--- src/rtl/term_feeder.sv ---
// rtl/term_feeder.sv - byte FIFO feeding a polled terminal
// Each byte is sent as: status read, ready check, data write, hold cycle.
module term_feeder #(
  parameter int DEPTH      = 16,
  parameter int STATUS_BIT = 1,
  parameter int POLL_LIMIT = 1024
) (
  input  logic                       clk,
  input  logic                       n_reset,
  input  logic [7:0]                 in_data,
  input  logic                       in_valid,
  output logic                       in_ready,
  output logic                       n_rd,
  output logic                       n_wr,
  output logic                       regSel,
  output logic [7:0]                 bus_dout,
  input  logic [7:0]                 bus_din,
  output logic [$clog2(DEPTH+1)-1:0] fifo_level,
  output logic                       stalled
);
  localparam int AW = $clog2(DEPTH);
  localparam int LW = $clog2(DEPTH + 1);
  localparam int PW = $clog2(POLL_LIMIT + 1);
  localparam logic [LW-1:0] FULL  = LW'(DEPTH);
  localparam logic [PW-1:0] LIMIT = PW'(POLL_LIMIT);

  typedef enum logic [2:0] {IDLE, RD, CHK, WR, REL} state_t;

  state_t          state, state_n;
  logic [7:0]      mem [DEPTH];
  logic [AW-1:0]   wptr, rptr;
  logic [PW-1:0]   poll_cnt;
  logic            ready;
  logic            push, pop;
  logic            n_rd_nx, n_wr_nx, sel_nx;
  logic            unused_din_bits;

  assign unused_din_bits = ^bus_din;

  assign in_ready = n_reset && (fifo_level != FULL);
  assign push     = in_valid && in_ready;
  assign pop      = (state == WR) && (fifo_level != '0);

  always_comb begin
    state_n = state;
    case (state)
      IDLE:    if (fifo_level != '0) state_n = RD;
      RD:      state_n = CHK;
      CHK:     state_n = ready ? WR : RD;
      WR:      state_n = REL;
      REL:     state_n = IDLE;
      default: state_n = IDLE;
    endcase
    // Strobes are registered from the next state so they align with it.
    n_rd_nx = (state_n != RD);
    n_wr_nx = (state_n != WR);
    sel_nx  = (state_n == WR) || (state_n == REL);
  end

  always_ff @(posedge clk) begin
    if (push) mem[wptr] <= in_data;
  end

  always_ff @(posedge clk) begin
    if (!n_reset) begin
      state      <= IDLE;
      wptr       <= '0;
      rptr       <= '0;
      fifo_level <= '0;
      n_rd       <= 1'b1;
      n_wr       <= 1'b1;
      regSel     <= 1'b0;
      bus_dout   <= 8'h00;
      ready      <= 1'b0;
      poll_cnt   <= '0;
      stalled    <= 1'b0;
    end else begin
      state  <= state_n;
      n_rd   <= n_rd_nx;
      n_wr   <= n_wr_nx;
      regSel <= sel_nx;
      if (state_n == WR) bus_dout <= mem[rptr];

      if (push) wptr <= wptr + 1'b1;
      if (pop)  rptr <= rptr + 1'b1;
      case ({push, pop})
        2'b10:   fifo_level <= fifo_level + 1'b1;
        2'b01:   fifo_level <= fifo_level - 1'b1;
        default: fifo_level <= fifo_level;
      endcase

      if (state == RD) ready <= bus_din[STATUS_BIT];

      if (state == CHK) begin
        if (ready) begin
          poll_cnt <= '0;
        end else begin
          if (poll_cnt != LIMIT) poll_cnt <= poll_cnt + 1'b1;
          if (poll_cnt >= LIMIT - 1'b1) stalled <= 1'b1;
        end
      end
      if (state == WR) stalled <= 1'b0;
    end
  end
endmodule
--- config.mk ---
export PLATFORM = sky130hd
export DESIGN_NAME = term_feeder
export DESIGN_NICKNAME = d
export VERILOG_FILES = /design/src/rtl/term_feeder.sv
export SDC_FILE = /design/constraint.sdc
export NUM_CORES = 1
export LEC_CHECK = 0
export ABC_AREA = 1
export CAP_MARGIN = 30
export CORE_MARGIN = 5
export CORE_UTILIZATION = 54
export CTS_CLUSTER_SIZE = 8
export DETAILED_ROUTE_END_ITERATION = 8
export GPL_TIMING_DRIVEN = 0
export HOLD_SLACK_MARGIN = 0.03
export PLACE_DENSITY = 0.73
export SLEW_MARGIN = 20
export SYNTH_ARGS = -nofsm -noshare
export SYNTH_HDL_FRONTEND = slang
export SYNTH_SLANG_ARGS = --single-unit
--- constraint.sdc ---
create_clock -name clk -period 2.3 [get_ports clk]
set_clock_uncertainty 0.15 [all_clocks]
set_input_delay 0.345 -clock clk [delete_from_list [all_inputs] [get_ports clk]]
set_output_delay 0.345 -clock clk [all_outputs]
set_load 0.03 [all_outputs]
* After elaboration in Yosys (flattened, before gate mapping)
Memories as Yosys holds them, arrays and structs flattened. A register that Yosys moved wholly into a read port is not among the register bits.
Cells that the tools add are included.
** Cells by class
- Bitwise gates (word level) :: 2
- Magnitude comparators :: 1
- Reduce and logical (&&, ||, !) cells :: 12
- Equality and inequality tests :: 11
- Mux-type cells :: 8
- $mul :: 0
- Div/mod/pow operators :: 0
- Shift-type cells :: 0
- $add $sub $neg :: 5
** Operators with widths (number)
- 2-to-1 mux 11 bit :: 2
- case mux 3 bit (4 select lines) :: 1
- adder 11 x 1 -> 11 bit, second input constant :: 1
- >= comparator 11 x 10 -> 1 bit, second input constant :: 1
- inequality test 11 bit, second input constant :: 1
- case mux 5 bit (2 select lines) :: 1
- == test 3 x 2 -> 1 bit, second input constant :: 3
- adder 4 x 1 -> 4 bit, second input constant :: 2
- adder 5 x 1 -> 5 bit, second input constant :: 1
- inequality test 5 bit, second input constant :: 1
- nonzero test 5 bit :: 1
- subtractor 5 x 1 -> 5 bit, second input constant :: 1
- nonzero test 2 bit :: 2
- == test 3 x 1 -> 1 bit, second input constant :: 1
- == test 3 bit, second input constant :: 1
- logical AND 1 bit :: 3
- zero test 3 bit :: 1
- 2-to-1 mux 3 bit :: 1
- inequality test 3 x 1 -> 1 bit, second input constant :: 1
- inequality test 3 x 2 -> 1 bit, second input constant :: 1
- AND reduction 3 bit :: 1
- == test 2 x 1 -> 1 bit, second input constant :: 1
- == test 2 bit, second input constant :: 1
- 2-to-1 mux 1 bit :: 2
- other kinds (6) :: 7
** Storage, ports and cells
- Logic and storage cells :: 50
- Memories kept :: 1
- Latch bits :: 0
- Output and inout bits :: 18
- Bits in registers :: 32
- Memory bits (read-only) :: 0
- RAM bits :: 128
- Input bits :: 19
** Memories
- mem :: depth 16, width 8, rd ports 1, clocked after memory_dff 1, write ports 1, line 30 : logic [7:0] mem [DEPTH];

* Depth between registers and ports, before layout
Gate-level depths: netlist of run 1.
- Word-level depth :: 5
- Gate-level depth with buffers :: 15
- Gate-level depth less buffers :: 15

* Worst setup path before layout of run 1
No wires, ideal clock.
- Kind :: register to register
- Start point :: register fifo_level[2]
- End point :: register fifo_level[4]
- Required time :: 2080 ps
- Data arrival time :: 2055 ps
- Period minus slack after synthesis :: 2275 ps
- Path buffers :: 0
- Stages on the path, launching flop included :: 16
- Setup slack :: 25 ps
- Setup time :: 70 ps
- Cells stage by stage :: dfxtp_1 inv_1 nand4_1 nand2_1 inv_2 ha_1 xor2_1 ha_1 inv_1 nand2_1 nand3_1 nand2_1 nand2_1 nand2_1 nand2_1 a21oi_1
** On the way
- Elaborated cells between the ends (all ways) :: 11
- Classes of those cells :: add/sub (2); eq/ne (3); mux (1); reduce/logical (5)
** RTL lines
- from (decl) :: line 18 : output logic [$clog2(DEPTH+1)-1:0] fifo_level,
- from (signal assigned) :: line 87 : 2'b10: fifo_level <= fifo_level + 1'b1;
- from (signal assigned) :: line 88 : 2'b01: fifo_level <= fifo_level - 1'b1;
- from (signal assigned) :: line 89 : default: fifo_level <= fifo_level;
- nonzero test 5 bit * :: line 42 : assign pop = (state == WR) && (fifo_level != '0);
- logical AND 1 bit * :: line 42
- named net pop :: line 34 : logic push, pop;
- == test 2 x 1 -> 1 bit / == test 2 bit (equally long branches) :: line 86 : case ({push, pop})
- case mux 5 bit (2 select lines) / nonzero test 2 bit (equally long branches)
Mark *: on every way through the listed nets, which the timed path passes. The rest lies on a longest branch.
A chain may end at the register's enable or synchronous reset.

* Worst setup path after layout of run 1
- Start point :: register fifo_level[2]
- End point :: memory mem[10][0] (enable)
** On the way
- Word-level cells in the longest chain between the ends :: 5
** RTL lines
- inequality test 5 bit :: line 40 : assign in_ready = n_reset && (fifo_level != FULL);
- logical AND 1 bit :: line 40
- logical AND 1 bit :: line 41 : assign push = in_valid && in_ready;
- 2-to-1 mux 1 bit :: line 61 : if (push) mem[wptr] <= in_data;
- 2-to-1 mux 1 bit (not written as such) :: line 61
- to (decl) :: line 30
No other way between the ends.

==> key figures, run 1 <==
Critical path
  – Top cell by count, worst path: inv_1
  – Worst setup EP type: register
  – Worst path cell trace: inv_1, nand4_1, nand3_4, inv_1, nand2_1, nor2_1
  – CP max stage delay: 0.67 ns
  – CP Class: reg2reg
  – Top delay family on crit path: simple AND/OR/NAND/NOR gates
  – CP arrival: 2.24 ns
  – Worst setup SP type: register
  – CP Buf/Inv Count: 2
  – CP max FO: 8
  – CP max stage cell: nor2_1
  – Critical Path RT: 2.21 ns

Yosys
  – Mapped Cells: 820
  – Post-Syn Area: 7550 um2
  – Ranking of synthesized cells by area: edfxtp_1 (51%), nand2_1 (14%), dfxtp_1 (11%)
  – Area leader, netlist: edfxtp_1
  – Yosys warns: 0
  – Yosys reg bits: 168
  – Syn avg cell area: 9.21 um2
  – Synth unique cells: 31
  – Fraction of registers with async set/reset: 0
  – Sequential area share after synthesis: 0.615
  – Syn Nets: 850
  – Post-synth top area share: 0.509
  – Main flop type after synthesis: edfxtp_1
  – Number of synthesized flops with an enable pin: 128

Floorplanning
  – Starting Density: 0.546
  – Core ar.: 13,800 um2
  – Die span in y: 128 um
  – Die width: 128 um
  – Full die area: 16,500 um2
  – Std-Cell Rows: 43
  – I/O pins: 37

Detailed routing
  – First-pass DRT Iterations: 5
  – Via count: 5,654
  – WL/cell: 17.1 um
  – Via/cell ratio: 5.28
  – Drt total wl: 18,400 um
  – Drt drc: 0
  – Iteration-0 DRC Markers: 552
  – Routed Antenna Nets: 0

CTS
  – H-tree levels: 4
  – CTS tree: yes
  – Worst-Skew Late Latency: 0.43 ns
  – Clk buf depth: 2
  – Clock root buffer: clkbuf_16
  – Clk sinks: 168
  – TritonCTS Buffers: 17
  – Clock transition at the registers of the reported paths: 0.06 ns

STA
  – Slew HR: 0.451
  – Fin crit share: 1.01
  – RSZ-0062 raised after global routing: true
  – Worst hold slack: 0.309 ns
  – Final WS setup: -0.0333 ns
  – Setup Viol. Count Final: 16
  – Final setup TNS: -0.387 ns
  – Final Slew Violations: 0
  – Fin. Hold Viols: 0
  – Fmax: 429 MHz
  – Final Critical Period: 2.33 ns
  – Slew @ Worst Pin: 0.820 ns

Place
  – Routability congestion estimate: 0.899
  – Port buffer count: 29
  – Placed Cells incl. Taps: 1,029
  – HPWL after DPL: 12,000 um
  – Pre-CTS WS: -0.392 ns
  – Dpl cell area: 8070 um2

Final layout
  – Fin nets: 908
  – Area grow syn2layout: 18.3%
  – ANT cells: 0
  – Final instance area: 8930 um2
  – Layout cells sized above 1: 0.123
  – Post-route insts no fill: 1,071

Outcome
  – Failing checks: negative setup slack
  – Outcome: finished with violations

Global routing
  – Vias in the first global route: 5,428
  – First-pass GRT wire length: 28,500 um
  – Gr ovfl total: 0
  – Largest net degree at the start of global routing: 17
  – Initial antenna violation count: 0
  – GRT Total Usage: 0.231

Power and ir drop
  – Lkg Pwr: 3.78 nW
  – Peak supply drop: 0.000510 V
  – Pwr Density: 781 nW/um2

Worst hold path
  – HP Class: reg2reg

Job
  – Max Cap Viol: 0
## metrics by stage
step           total power (W)  utilization
2_1_floorplan          0.00361            -
3_3_place_gp           0.00377        0.584
3_5_place_dp           0.00377        0.584
4_1_cts                0.00697        0.636
5_1_grt                0.00717        0.646
6_report               0.00697        0.646
## cell type report
class	instances	area, um2
timing repair buffer	39	365
sequential	168	4650
multi-input combinational	502	2370
clock buffer	17	425
tap	180	225
buffer	28	183
inverter	122	464
clock inverter	15	248
fill	1119	4890
## layer usage
metal,global-route usage,vias up,routed length (um),part of all wire
li1,-,2744,-,-
met1,0.299,2643,7530,0.41
met2,0.368,233,8820,0.48
met3,0.0683,34,1540,0.084
met4,0.0911,0,470,0.026
met5,0,-,0,0
## power by group
| group | leakage [nW] | internal [W] | total [W] | switching [W] |
|---|---|---|---|---|
| registers | 1.48 | 0.00330 | 0.00334 | 0.0000333 |
| logic | 1.98 | 0.000131 | 0.000405 | 0.000273 |
| clock network | 0.321 | 0.00204 | 0.00323 | 0.00119 |
| total | 3.78 | 0.00548 | 0.00697 | 0.00150 |
## flip-flops by register name (all words and copies together), names as in the netlist
name and count:
mem 128, poll_cnt 11, bus_dout 8, fifo_level 5
rptr 4, wptr 4, state 3, n_rd 1
n_wr 1, ready 1, regSel 1, stalled 1
## placed cells by master, fill, tap and decap left out, drive strengths merged, types with 8 or more instances in the layout
cell,count
nand2,286
edfxtp,128
inv,121
nand3,105
nor2,48
dfxtp,40
buf,38
clkdlybuf4s50,28
a21oi,19
clkbuf,17
o21ai,13
ha,11
clkinv,8
## cells in the mapped netlist, types with 2 or more instances
master    number
o21ai_0       12
dfxtp_1       40
nand4_1        5
inv_2          4
buf_1          2
buf_2         13
buf_4          8
clkinv_1       2
inv_1        114
nor2_1        48
edfxtp_1     128
xor2_1         7
ha_1          11
nand2_2        2
a21oi_1       19
nand2_1      282
nor3_1         2
nand3_2        2
nand3_1      103
buf_6          4
nand2_4        2
## worst min-delay path, cell delays in order, from the launching register on
cell and delay [ns]:
dfxtp_1 0.31, inv_1 0.05, a21oi_1 0.06
## path summary, 6_finish.rpt
check	start	cells past startpoint	end	slack, ns
worst max-delay path	fifo_level[2]$_SDFFE_PN0P_	6	mem[10][0]$_DFFE_PP_	-0.03
worst min-delay path	stalled$_SDFFE_PP0P_	2	stalled$_SDFFE_PP0P_	0.31
worst max register to register	fifo_level[2]$_SDFFE_PN0P_	6	mem[10][0]$_DFFE_PP_	-0.03
worst min register to register	stalled$_SDFFE_PP0P_	2	stalled$_SDFFE_PP0P_	0.31
## cells by family (layout without fill, tap and decap cells)
kind of cell | Yosys count | count (layout) | share of synthesized area
and+or+nand+nor | 449 | 449 | 0.249
DFF | 168 | 168 | 0.615
buffers and inverters | 150 | 221 | 0.0851
AOI/OAI and AO/OA | 34 | 34 | 0.0232
adders and majority gates | 11 | 11 | 0.0182
xor gates and xnor gates | 8 | 8 | 0.00927
## timing repair
action / CTS / global route
pin swaps: 1 / 8
gates resized for setup: 17 / 21
gates cloned: 0 / 0
setup endpoints to repair: 125 / 88
setup buffers: 1 / 9
hold buffers: 0 / 0
No activity file was read; power rests on OpenSTA's default activity.
==> run 2, diff against run 1 <==
CORE_UTILIZATION = 65   (was 54)
PLACE_DENSITY = 0.82   (was 0.73)
SLEW_MARGIN = 5   (was 20)
clock period = 2.9 ns   (was 2.3 ns; I/O delays follow)
==> run 2 against run 1 <==
The flow now finishes without violations. Combinational power shrank 23%. Via count grew 2.7%. Critical path type is now in2out. Flip-flop and latch count is the same. Global-route usage grew 3.8 points. Clock power shrank 32%. Critical path depth shrank 1. Worst hold slack lost 0.013 ns.
==> key figures, run 2 (same netlist as run 1, synthesis figures left out) <==
Floorplanning
  – Core ar.: 11,400 um2 (was 13,800 um2)
  – Starting Density: 0.662 (was 0.546)
  – Std-Cell Rows: 39 (was 43)
  – Die width: 118 um (was 128 um)
  – Die span in y: 118 um (was 128 um)
  – I/O pins: 37 (unchanged)
  – Full die area: 13,900 um2 (was 16,500 um2)

Final layout
  – Largest registers: mem (128), poll_cnt (11), bus_dout (8) (unchanged)
  – Most frequent cells in the layout: nand2_1 (282), edfxtp_1 (128), inv_1 (114) (was nand2_1 (280), edfxtp_1 (128), inv_1 (113))
  – Top reg by flops: mem (unchanged)
  – ANT cells: 0 (unchanged)
  – Area grow syn2layout: 13.9% (was 18.3%)
  – Layout cells sized above 1: 0.0806 (was 0.123)
  – Post-layout util: 0.754 (was 0.646)
  – Most common cell after layout, fill and taps aside: nand2_1 (unchanged)
  – Fin nets: 898 (was 908)
  – Largest register FFs: 128 (unchanged)

Place
  – HPWL after DPL: 12,400 um (was 12,000 um)
  – Port buffer count: 29 (unchanged)
  – Routability congestion estimate: 1.01 (was 0.899)

Detailed routing
  – First-pass DRT Iterations: 7 (was 5)
  – Via count: 5,807 (was 5,654)
  – Drt drc: 0 (unchanged)
  – Via/cell ratio: 5.67 (was 5.28)
  – Drt total wl: 18,600 um (was 18,400 um)
  – Routed Antenna Nets: 0 (unchanged)
  – Iteration-0 DRC Markers: 715 (was 552)
  – WL/cell: 18.2 um (was 17.1 um)

Power and ir drop
  – Switching power share of the total: 0.229 (was 0.215)
  – Pint: 0.00398 W (was 0.00548 W)
  – Lkg Pwr: 3.68 nW (was 3.78 nW)
  – Sequential fraction of design power: 0.512 (was 0.479)
  – Pwr Density: 601 nW/um2 (was 781 nW/um2)
  – P_sw: 0.00118 W (was 0.00150 W)
  – Comb pwr share: 0.060 (was 0.058)
  – Clock power frac: 0.428 (was 0.463)
  – Peak supply drop: 0.000808 V (was 0.000510 V)

STA
  – Final setup TNS: 0 ns (was -0.387 ns)
  – Setup Viol. Count Final: 0 (was 16)
  – Fin. Hold Viols: 0 (unchanged)
  – Fin crit share: 0.921
  – Slew @ Worst Pin: 0.858 ns (was 0.820 ns)
  – Final Critical Period: 2.67 ns
  – Slew HR: 0.426 (was 0.451)
  – Fmax: 375 MHz
  – RSZ-0062 raised after global routing: false (was true)
  – Final Slew Violations: 0 (unchanged)

Critical path
  – Worst setup SP type: input pin (was register)
  – Worst path cell trace: clkdlybuf4s50_1, clkbuf_2, nand2_1, inv_1, clkdlybuf4s50_1 (was inv_1, nand4_1, nand3_4, inv_1, nand2_1, nor2_1)
  – CP max FO: 10 (was 8)
  – CP max stage cell: clkdlybuf4s50_1 (was nor2_1)
  – Critical Path RT: 2.32 ns (was 2.21 ns)
  – CP max stage delay: 0.66 ns (was 0.67 ns)
  – CP arrival: 2.09 ns (was 2.24 ns)
  – Reg2reg setup slack: 0.36 ns (was -0.03 ns)
  – CP Class: in2out (was reg2reg)
  – Worst setup EP type: primary output (was register)
  – Top cell by count, worst path: clkdlybuf4s50_1 (was inv_1)

Job
  – Max Cap Viol: 0 (unchanged)

CTS
  – Clk buf depth: 2 (unchanged)
  – Post-CTS Setup Bufs: 0 (was 1)
  – Worst-Skew Late Latency: 0.43 ns (about the same)
  – Clock transition at the registers of the reported paths: 0.06 ns (about the same)
  – H-tree levels: 4 (unchanged)
  – Clk sinks: 168 (unchanged)
  – Clock root buffer: clkbuf_16 (unchanged)
  – CTS tree: yes (unchanged)
  – TritonCTS Buffers: 17 (unchanged)

Global routing
  – First-pass GRT wire length: 28,800 um (was 28,500 um)
  – Initial antenna violation count: 0 (unchanged)
  – GRT Total Usage: 0.270 (was 0.231)
  – Gr ovfl total: 0 (unchanged)
  – Vias in the first global route: 5,568 (was 5,428)
  – Largest net degree at the start of global routing: 17 (unchanged)

Outcome
  – Outcome: finished clean (was finished with violations)

Worst hold path
  – HP Class: reg2reg (unchanged)
==> run 2: cell types whose count changed in the layout (fill, tap and decap cells not counted), moves of 3 or more <==
cell,delta
dfxtp_2,-6
ha_1,+3
bufinv_16,-4
buf_4,-10
nor2_2,-13
dfxtp_1,+6
clkinvlp_4,+4
nor2_1,+14
==> run 2: per-stage QoR <==
| step | instances | hold WS (ns) | power, W | area (um2) | worst slack, ns |
|---|---|---|---|---|---|
| 2_1_floorplan | 820 | 0.321 | 0.00286 | 7550 | 0.625 |
| 3_3_place_gp | 992 | 0.285 | 0.00298 | 8020 | 0.0600 |
| 3_5_place_dp | 992 | 0.293 | 0.00300 | 8020 | 0.0885 |
| 4_1_cts | 1024 | 0.301 | 0.00516 | 8600 | 0.0815 |
| 5_1_grt | 1024 | 0.312 | 0.00530 | 8600 | 0.0885 |
| 6_report | 1024 | 0.296 | 0.00517 | 8600 | 0.230 |
==> run 2: critical path: cells and delay by family <==
family / cells / cell delay (ns)
buffers and inverters: 4 / 1.57
and+or+nand+nor: 1 / 0.08
==> run 2: metal layers <==
metal / up-vias / share of wire / global-route usage
met5: - / 0 / 0
met4: 0 / 0.044 / 0.140
met3: 60 / 0.11 / 0.0610
met2: 311 / 0.46 / 0.414
met1: 2708 / 0.39 / 0.361
li1: 2728 / - / -
==> run 2: power groups by stage <==
stage | Sequential [W] | Combinational, W | Clock [W]
6_report | 0.00264 | 0.000310 | 0.00221
2_1_floorplan | 0.00271 | 0.000151 | 0
3_3_place_gp | 0.00269 | 0.000291 | 0
3_5_place_dp | 0.00270 | 0.000302 | 0
5_1_grt | 0.00265 | 0.000337 | 0.00231
4_1_cts | 0.00264 | 0.000304 | 0.00221
==> run 2: cell type report <==
cell class	instances	area, um2
flip-flops and latches	168	4640
clock buffers	18	429
fillers	785	2810
well taps	143	179
inverters	122	462
clock inverters	14	150
multi-input cells	502	2270
repair buffers	29	290
plain buffers	28	183
==> run 2: path summary, 6_finish.rpt <==
path | start | to | cells after the start
worst max register to register | state[0]$_SDFF_PN0_ | fifo_level[4]$_SDFFE_PN0P_ | 15
worst min-delay path | stalled$_SDFFE_PP0P_ | stalled$_SDFFE_PP0P_ | 2
worst min register to register | stalled$_SDFFE_PP0P_ | stalled$_SDFFE_PP0P_ | 2
worst max-delay path | n_reset | in_ready | 5
==> run 2: timing repair <==
| item | in CTS | in global routing |
|---|---|---|
| hold buffers | 0 | 0 |
| hold endpoints to repair | 0 | 0 |
| setup endpoints to repair | 0 | 1 |
| gates resized for setup | 0 | 2 |
==> run 3, diff against run 2 <==
CTS_CLUSTER_SIZE = 10   (was 8)
SLEW_MARGIN = 0   (was 5)
==> results of run 3 <==
Same layout as run 2: the final DEF is identical, and so are final timing and power.
